===== src/rtl/ttpu_pkg.sv =====
// Shared definitions for the systolic-array sequencer: lane geometry,
// sequencer states and the operand-length range check.
package ttpu_pkg;

    localparam int LANES         = 32;
    localparam int DW            = 16;
    localparam int MAX_N         = 32;
    localparam int TIMEOUT_SLACK = 8;

    typedef enum logic [2:0] {
        IDLE,
        LOAD_A,
        LOAD_B,
        CLR,
        RUN,
        DRAIN,
        DONE
    } seq_state_t;

    function automatic logic n_in_range(input logic [5:0] n);
        return (n != 6'd0) && (n <= 6'(MAX_N));
    endfunction

endpackage


===== src/rtl/systolic_sequencer_operand_fetch.sv =====
// Operand fetch: issues N sequential buffer reads from a base address and
// captures the 1-cycle-late read data into lane vector A or B (sel_b).
module operand_fetch #(
    parameter int LANES = ttpu_pkg::LANES,
    parameter int DW    = ttpu_pkg::DW,
    parameter int AW    = 10
) (
    input  logic          clk,
    input  logic          reset,
    input  logic          clear,
    input  logic          go,
    input  logic          sel_b,
    input  logic [5:0]    n,
    input  logic [AW-1:0] base,
    output logic          mem_rd_en,
    output logic [AW-1:0] mem_rd_addr,
    input  logic [DW-1:0] mem_rd_data,
    output logic          last,
    output logic [DW-1:0] vec_a [0:LANES-1],
    output logic [DW-1:0] vec_b [0:LANES-1]
);

    localparam int IW = $clog2(LANES);

    logic [IW-1:0] rd_idx;
    logic [IW-1:0] cap_idx;
    logic          cap_valid;
    logic          sel_q;
    logic [5:0]    n_q;

    // Data for a read arrives one cycle later, so the lane index rides along with it.
    assign last = cap_valid && (6'(cap_idx) == n_q - 6'd1);

    always_ff @(posedge clk) begin
        if (!reset) begin
            mem_rd_en   <= 1'b0;
            mem_rd_addr <= '0;
            rd_idx      <= '0;
            cap_idx     <= '0;
            cap_valid   <= 1'b0;
            sel_q       <= 1'b0;
            n_q         <= '0;
            for (int i = 0; i < LANES; i++) begin
                vec_a[i] <= '0;
                vec_b[i] <= '0;
            end
        end else begin
            cap_valid <= mem_rd_en;
            cap_idx   <= rd_idx;

            if (go) begin
                mem_rd_en   <= 1'b1;
                mem_rd_addr <= base;
                rd_idx      <= '0;
                n_q         <= n;
                sel_q       <= sel_b;
            end else if (mem_rd_en) begin
                if (6'(rd_idx) == n_q - 6'd1) begin
                    mem_rd_en <= 1'b0;
                end else begin
                    rd_idx      <= rd_idx + IW'(1);
                    mem_rd_addr <= mem_rd_addr + AW'(1);
                end
            end

            if (clear) begin
                for (int i = 0; i < LANES; i++) begin
                    vec_a[i] <= '0;
                    vec_b[i] <= '0;
                end
            end else if (cap_valid) begin
                if (sel_q) begin
                    vec_b[cap_idx] <= mem_rd_data;
                end else begin
                    vec_a[cap_idx] <= mem_rd_data;
                end
            end
        end
    end

endmodule


===== src/rtl/systolic_sequencer.sv =====
// Sequencer for one systolic-array operation: load A/B, clear, run, drain results.
// Define SEQ_PERF_CNT_EN to add the perf_cycles accept-to-done cycle counter.
module systolic_sequencer
    import ttpu_pkg::*;
#(
    parameter int LANES = ttpu_pkg::LANES,
    parameter int DW    = ttpu_pkg::DW,
    parameter int AW    = 10
) (
    input  logic          clk,
    input  logic          reset,
    input  logic          start,
    input  logic [5:0]    matrix_n,
    input  logic [AW-1:0] base_a,
    input  logic [AW-1:0] base_b,
    output logic          busy,
    output logic          done,
    output logic          err,
    output logic          mem_rd_en,
    output logic [AW-1:0] mem_rd_addr,
    input  logic [DW-1:0] mem_rd_data,
    output logic          arr_clr,
    output logic          arr_en,
    output logic [5:0]    arr_n,
    output logic [DW-1:0] arr_a [0:LANES-1],
    output logic [DW-1:0] arr_b [0:LANES-1],
    input  logic [DW-1:0] arr_p [0:LANES-1],
    input  logic          arr_ready,
    output logic          res_valid,
    input  logic          res_ready,
    output logic [DW-1:0] res_data,
    output logic [4:0]    res_idx
`ifdef SEQ_PERF_CNT_EN
    ,
    output logic [15:0]   perf_cycles
`endif
);

    seq_state_t    state;
    logic [AW-1:0] base_b_q;
    logic [6:0]    run_cnt;
    logic [6:0]    run_limit;
    logic          accept;
    logic          fetch_go;
    logic          fetch_last;
    logic [5:0]    fetch_n;
    logic [AW-1:0] fetch_base;

    assign accept     = (state == IDLE) && start && n_in_range(matrix_n);
    assign fetch_go   = accept || ((state == LOAD_A) && fetch_last);
    assign fetch_n    = (state == IDLE) ? matrix_n : arr_n;
    assign fetch_base = (state == IDLE) ? base_a : base_b_q;
    assign run_limit  = {arr_n, 1'b0} + 7'(TIMEOUT_SLACK);
    assign res_data   = res_valid ? arr_p[res_idx] : '0;

    operand_fetch #(
        .LANES (LANES),
        .DW    (DW),
        .AW    (AW)
    ) u_fetch (
        .clk         (clk),
        .reset       (reset),
        .clear       (accept),
        .go          (fetch_go),
        .sel_b       (state == LOAD_A),
        .n           (fetch_n),
        .base        (fetch_base),
        .mem_rd_en   (mem_rd_en),
        .mem_rd_addr (mem_rd_addr),
        .mem_rd_data (mem_rd_data),
        .last        (fetch_last),
        .vec_a       (arr_a),
        .vec_b       (arr_b)
    );

    always_ff @(posedge clk) begin
        if (!reset) begin
            state     <= IDLE;
            busy      <= 1'b0;
            done      <= 1'b0;
            err       <= 1'b0;
            arr_clr   <= 1'b0;
            arr_en    <= 1'b0;
            arr_n     <= '0;
            base_b_q  <= '0;
            run_cnt   <= '0;
            res_valid <= 1'b0;
            res_idx   <= '0;
        end else begin
            done    <= 1'b0;
            err     <= 1'b0;
            arr_clr <= 1'b0;
            case (state)
                IDLE: begin
                    if (start) begin
                        if (n_in_range(matrix_n)) begin
                            arr_n    <= matrix_n;
                            base_b_q <= base_b;
                            busy     <= 1'b1;
                            state    <= LOAD_A;
                        end else begin
                            err <= 1'b1;
                        end
                    end
                end
                LOAD_A: begin
                    if (fetch_last) state <= LOAD_B;
                end
                LOAD_B: begin
                    if (fetch_last) begin
                        arr_clr <= 1'b1;
                        state   <= CLR;
                    end
                end
                CLR: begin
                    arr_en  <= 1'b1;
                    run_cnt <= '0;
                    state   <= RUN;
                end
                // The array gets 2N+8 cycles to finish before the run is abandoned.
                RUN: begin
                    if (arr_ready) begin
                        arr_en    <= 1'b0;
                        res_valid <= 1'b1;
                        res_idx   <= '0;
                        state     <= DRAIN;
                    end else if (run_cnt == run_limit - 7'd1) begin
                        arr_en <= 1'b0;
                        err    <= 1'b1;
                        busy   <= 1'b0;
                        state  <= IDLE;
                    end else begin
                        run_cnt <= run_cnt + 7'd1;
                    end
                end
                DRAIN: begin
                    if (res_valid && res_ready) begin
                        if ({1'b0, res_idx} == arr_n - 6'd1) begin
                            res_valid <= 1'b0;
                            done      <= 1'b1;
                            busy      <= 1'b0;
                            state     <= DONE;
                        end else begin
                            res_idx <= res_idx + 5'd1;
                        end
                    end
                end
                DONE: begin
                    state <= IDLE;
                end
                default: begin
                    state <= IDLE;
                end
            endcase
        end
    end

`ifdef SEQ_PERF_CNT_EN
    always_ff @(posedge clk) begin
        if (!reset) begin
            perf_cycles <= '0;
        end else if (accept) begin
            perf_cycles <= '0;
        end else if (busy && (perf_cycles != 16'hFFFF)) begin
            perf_cycles <= perf_cycles + 16'd1;
        end
    end
`endif

endmodule


===== config.mk =====
export PLATFORM = sky130hd
export DESIGN_NAME = systolic_sequencer
export DESIGN_NICKNAME = d
export VERILOG_FILES = /design/src/rtl/ttpu_pkg.sv /design/src/rtl/systolic_sequencer_operand_fetch.sv /design/src/rtl/systolic_sequencer.sv
export SDC_FILE = /design/constraint.sdc
export NUM_CORES = 2
export LEC_CHECK = 0
export CAP_MARGIN = 0
export CORE_AREA = 4 4 630 632
export DETAILED_ROUTE_END_ITERATION = 6
export DIE_AREA = 0 0 634 636
export GPL_TIMING_DRIVEN = 1
export PLACE_DENSITY_LB_ADDON = 0.08
export SLEW_MARGIN = 20
export SYNTH_ARGS = -nofsm -noshare
export SYNTH_HDL_FRONTEND = slang
export SYNTH_HIERARCHICAL = 1
export SYNTH_SLANG_ARGS = --single-unit

===== constraint.sdc =====
create_clock -name clk -period 6.95 [get_ports clk]
set_input_delay 1.7375 -clock clk [delete_from_list [all_inputs] [get_ports clk]]
set_output_delay 1.7375 -clock clk [all_outputs]
set_load 0.05 [all_outputs]

# == After elaboration in Yosys (flattened, before gate mapping) ==
# Cells that the tools add are included.
# W data, S select, Z words.
# word_totals
romBits,0
ram_bits,0
word_cells,200
regBits,1090
latch_bits,0
out_inout_bits,1068
inputBits,559
n_memories,0
# op_classes
n_reduce_logical,29
order_cmp,4
div_mod_pow,0
addsub,8
eq_ne,22
bitwise,5
shift,0
mux,50
n_mul,0
# ops
operator,count
$bwmux W512,2
$bmux W16 S5,1
$demux W16 S5,1
$mux W16,4
$mux W10,4
$mux W3,8
$ne A2 B2 Y1 const B,11
$eq A5 B6 Y1,3
$pmux W3 S6,1
$mux W1,17
$mux W5,3
$mux W7,2
$pmux W7 S2,1
$reduce_and A7 Y1,2
$ge A6 B6 Y1 const B,2
$not A5 Y6,2
$reduce_and A2 Y1,6
$sub A6 B1 Y6 const B,2
$add A10 B1 Y10 const B,1
$add A5 B1 Y5 const B,2
$pmux W5 S2,1
$reduce_and A3 Y1,3
$reduce_and A4 Y1,2
$add A7 B1 Y7 const B,1
21 further kinds,36

# == Depth between registers and ports, before layout ==
# logic_depth
ltp_word,7
ltp_mapped,15
mapped_depth_nobuf,14

# == Hierarchy ==
# Netlist, hierarchy kept.
# modules_own_cells
mod,cells_each,seq_area_each_um2,area_each_um2,n_inst
operand_fetch,4803,21080.2,37166.9,1
systolic_sequencer,502,740.7,6187.2,1

# == Worst setup path before layout ==
# Ideal clock, no wire load.
# synth_timing
path_kind,in2out
start,in arr_p[10] in the netlist's numbering
end,out res_data[10]
arrival_ns,2.974
required_ns,5.213
setup_slack_ns,2.238
path_buffers,0
stages,4
cell_sequence,mux4_2 > mux4_2 > mux2i_1 > nor2b_1
# synth_between
elab_chain_cells,4
# synth_lines
element,line,rtl
start: declaration,systolic_sequencer.sv:27,"input logic [DW-1:0] arr_p [0:LANES-1],"
$bmux W16 S5,systolic_sequencer.sv:54,assign res_data = res_valid ? arr_p[res_idx] : '0;
$mux W16 (implied by the code) (2 in a row),systolic_sequencer.sv:54,
$mux W16,systolic_sequencer.sv:54,
end: declaration,systolic_sequencer.sv:31,"output logic [DW-1:0] res_data,"
# No other way between the ends. The select of a mux whose other input is x is not followed.

# == Final worst setup path ==
# layout_timing
start,in arr_p[88] in the netlist's numbering
end,out res_data[8]
# The elaborated chain is that of the path after synthesis.

==> results.yml <==
run_status:
  status: "complete, no violations"
sta:
  period_minus_slack_ns: 6.822
  setup_ws_ns: 0.1275
  finClkSkew_ns: 0.05788
  max-slew-margin-rel_pct: 25.57
  maxSlewViolCount: 0
  finalSetupViolations: 0
  fin_setup_tns_ns: 0
  clock.fmax_mhz: 146.6
  worstMarginPinSlew_ns: 1.116
  hold_viol: 0
  rsz0062_at_grt: "no"
  fin_crit_sh_pct: 98.16
grt:
  antenna_found_initial: 97
  grt_pass1_vias: 43290
  overflow: 0
  grt_first_pass_wirelength_mm: 457.9
  track_usage_pct: 16.96
  grt_max_degree: 176
synthesis:
  syn_area_um2: 43350
  synth_top_area_cell: "dfxtp_1"
  synth_top_area_share_pct: 50.33
  synth_nets: 5870
  ys_seq_area_share_pct: 50.33
  synth_area_per_cell_um2: 8.172
  ys_ff_latch: 1090
  netlist_top_cells_count: "nand2_1, dfxtp_1, a21oi_1, clkbuf_1, mux4_2"
  synth_cell_type_count: 66
  postSynthCellCount: 5305
  yosys_warnings: 6
  synthTopCellsByArea: "dfxtp_1, nand2_1, a21oi_1, mux4_2, clkbuf_1"
  yosysMostFrequentCell: "nand2_1"
  ys.flop_type: "dfxtp_1"
  synth_edf_count: 0
  synthArstFlopShare_pct: 0
critical_path:
  path_max_fanout: 1
  critPathKind: "input port to output port"
  cp_slowest_cell: "clkdlybuf4s50_1"
  start_kind: "input port"
  critical_path_required_ns: 5.21
  path_buf_inv: 3
  path_cells: "clkdlybuf4s50_1 -> mux4_2 -> mux4_2 -> mux2i_1 -> nor2b_1 -> buf_4 -> clkdlybuf4s50_1"
  arrival_ns: 5.08
  end_kind: "output port"
  max_stage_delay_ns: 0.70
  cp_top_family: "multiplexers"
clock_tree:
  cts_setup_buffers: 0
  cts_sinks: 1090
  clk-insertion-delay-late_ns: 0.85
  cts_buffers: 156
  cts_buffer_depth: 4
  root_buffer: "clkbuf_16"
  cts_resized: 0
  cts_tree: "done"
  clkSlewWorstSetupHoldPaths_ns: 0.05
  h-tree-depth: 4
  cts_hold_buf: 0
route:
  finalWirelength_mm: 357.5
  dr_total_vias: 43930
  first_pass_iters: 5
  wire_per_inst_um: 29.50
  via_per_inst: 3.625
  drc: 0
  drt_iter0_drc: 2647
  ant_nets: 0
floorplan:
  dieArea_um2: 403200
  die_h_um: 636
  fp.dieW_um: 634
  ios: 1627
  start_util_pct: 11.08
  num_rows: 230
  core_area_um2: 391400
worst_hold_path:
  hp-class: "flop to flop"
power_and_ir_drop:
  p_per_area_nw_per_um2: 227.4
  ir_worst_vdd_v: 0.0001619
  leakagePower_uw: 0.02100
  total_power_uw: 16000
placement:
  dp_slack_ns: 0.0003446
  dpl.cell_count: 11810
  dp_hpwl_mm: 269.0
  gp_congestion: 0.8978
  io_buffer_count: 1626
flow_run:
  cap_violations: 0
finish:
  fill_cells: 43770
  layout-area-overhead-vs-synth_pct: 62.24
  fin_nets: 7308
  fin_cells: 12120
  drive_gt1_share_pct: 8.854
[per-stage QoR]
stage / hold WS (ns) / instance area [µm²] / util, %
CTS: 0.4536 / 70220 / 17.94
global route: 0.4639 / 70300 / 17.96
floorplan: 0.4338 / 43350 / -
global placement: 0.4422 / 65290 / 16.68
finish: 0.4506 / 70340 / 17.97
detailed placement: 0.4457 / 65320 / 16.69
[report_power, final]
part,switching [µW],internal (µW)
Sequential,70.5,6290
Clock,3320,4620
Combinational,1100,588
Total,4490,11500
[tightest hold or removal path: stages, from the launching register on]
cell and delay (ns):
dfxtp_1 0.30, nand2_1 0.05, a21oi_1 0.05
[cell type report]
cell class	count	area, µm²	area share (%)
inverter	12	45.04	0.06404
sequential	1090	21830	31.04
timing repair buffer	1719	17110	24.33
clock buffer	238	4544	6.461
multi-input combinational	3764	19800	28.15
tap	5220	6531	9.286
clock inverter	33	360.3	0.5123
antenna	42	105.1	0.1494
[kinds of logic after synthesis]
group           Yosys count  share of synthesized area (%)
fa+ha+maj                 6                         0.1732
buf+inv                 451                          4.254
xor+xnor                 41                         0.8456
flops                  1090                          50.33
simple gates           2390                          21.77
compound gates         1122                          13.23
mux                     205                          9.397
[state kept, by name, indices dropped and copies added, names as in the netlist, 3 cells and up]
| signal | cells |
|---|---|
| u_fetch/vec_a | 512 |
| u_fetch/vec_b | 512 |
| base_b_q | 10 |
| u_fetch/mem_rd_addr | 10 |
| run_cnt | 7 |
| arr_n | 6 |
| u_fetch/n_q | 6 |
| res_idx | 5 |
| u_fetch/cap_idx | 5 |
| u_fetch/rd_idx | 5 |
| state | 3 |
[metal layers]
| metal | global-route usage, % | wire length (µm) | vias up |
|---|---|---|---|
| met4 | 7.274 | 17630 | 26 |
| met5 | 0 | 197 | - |
| li1 | - | - | 20420 |
| met2 | 32.70 | 193900 | 1498 |
| met1 | 17.29 | 126200 | 21540 |
| met3 | 3.722 | 19560 | 452 |
[final timing paths]
check / slack (ns) / endpoint / cells after the start / startpoint
setup reg to reg: 3.23 / u_fetch/rd_idx[2]$_SDFFE_PP0P_ / 11 / u_fetch/n_q[0]$_SDFFE_PN0P_
setup / recovery: 0.13 / res_data[8] / 7 / arr_p[88]
hold / removal: 0.45 / u_fetch/vec_a[179]$_SDFFE_PP0P_ / 2 / u_fetch/vec_a[179]$_SDFFE_PP0P_
hold reg to reg: 0.45 / u_fetch/vec_a[179]$_SDFFE_PP0P_ / 2 / u_fetch/vec_a[179]$_SDFFE_PP0P_
[placed cells by master, fill, tap and decap left out, types with 28 or more instances in the layout]
master,synthesis,final
a21oi_1,1070,1070
buf_4,3,101
clkbuf_1,333,51
clkbuf_16,0,158
clkbuf_8,0,29
clkdlybuf4s50_1,0,1602
dfxtp_1,1090,1085
diode_2,0,42
mux2i_1,29,29
mux4_2,160,160
nand2_1,2179,2177
nor2_1,45,29
nor2_2,45,54
xnor2_1,28,28
(Power assumes the default switching activity.)
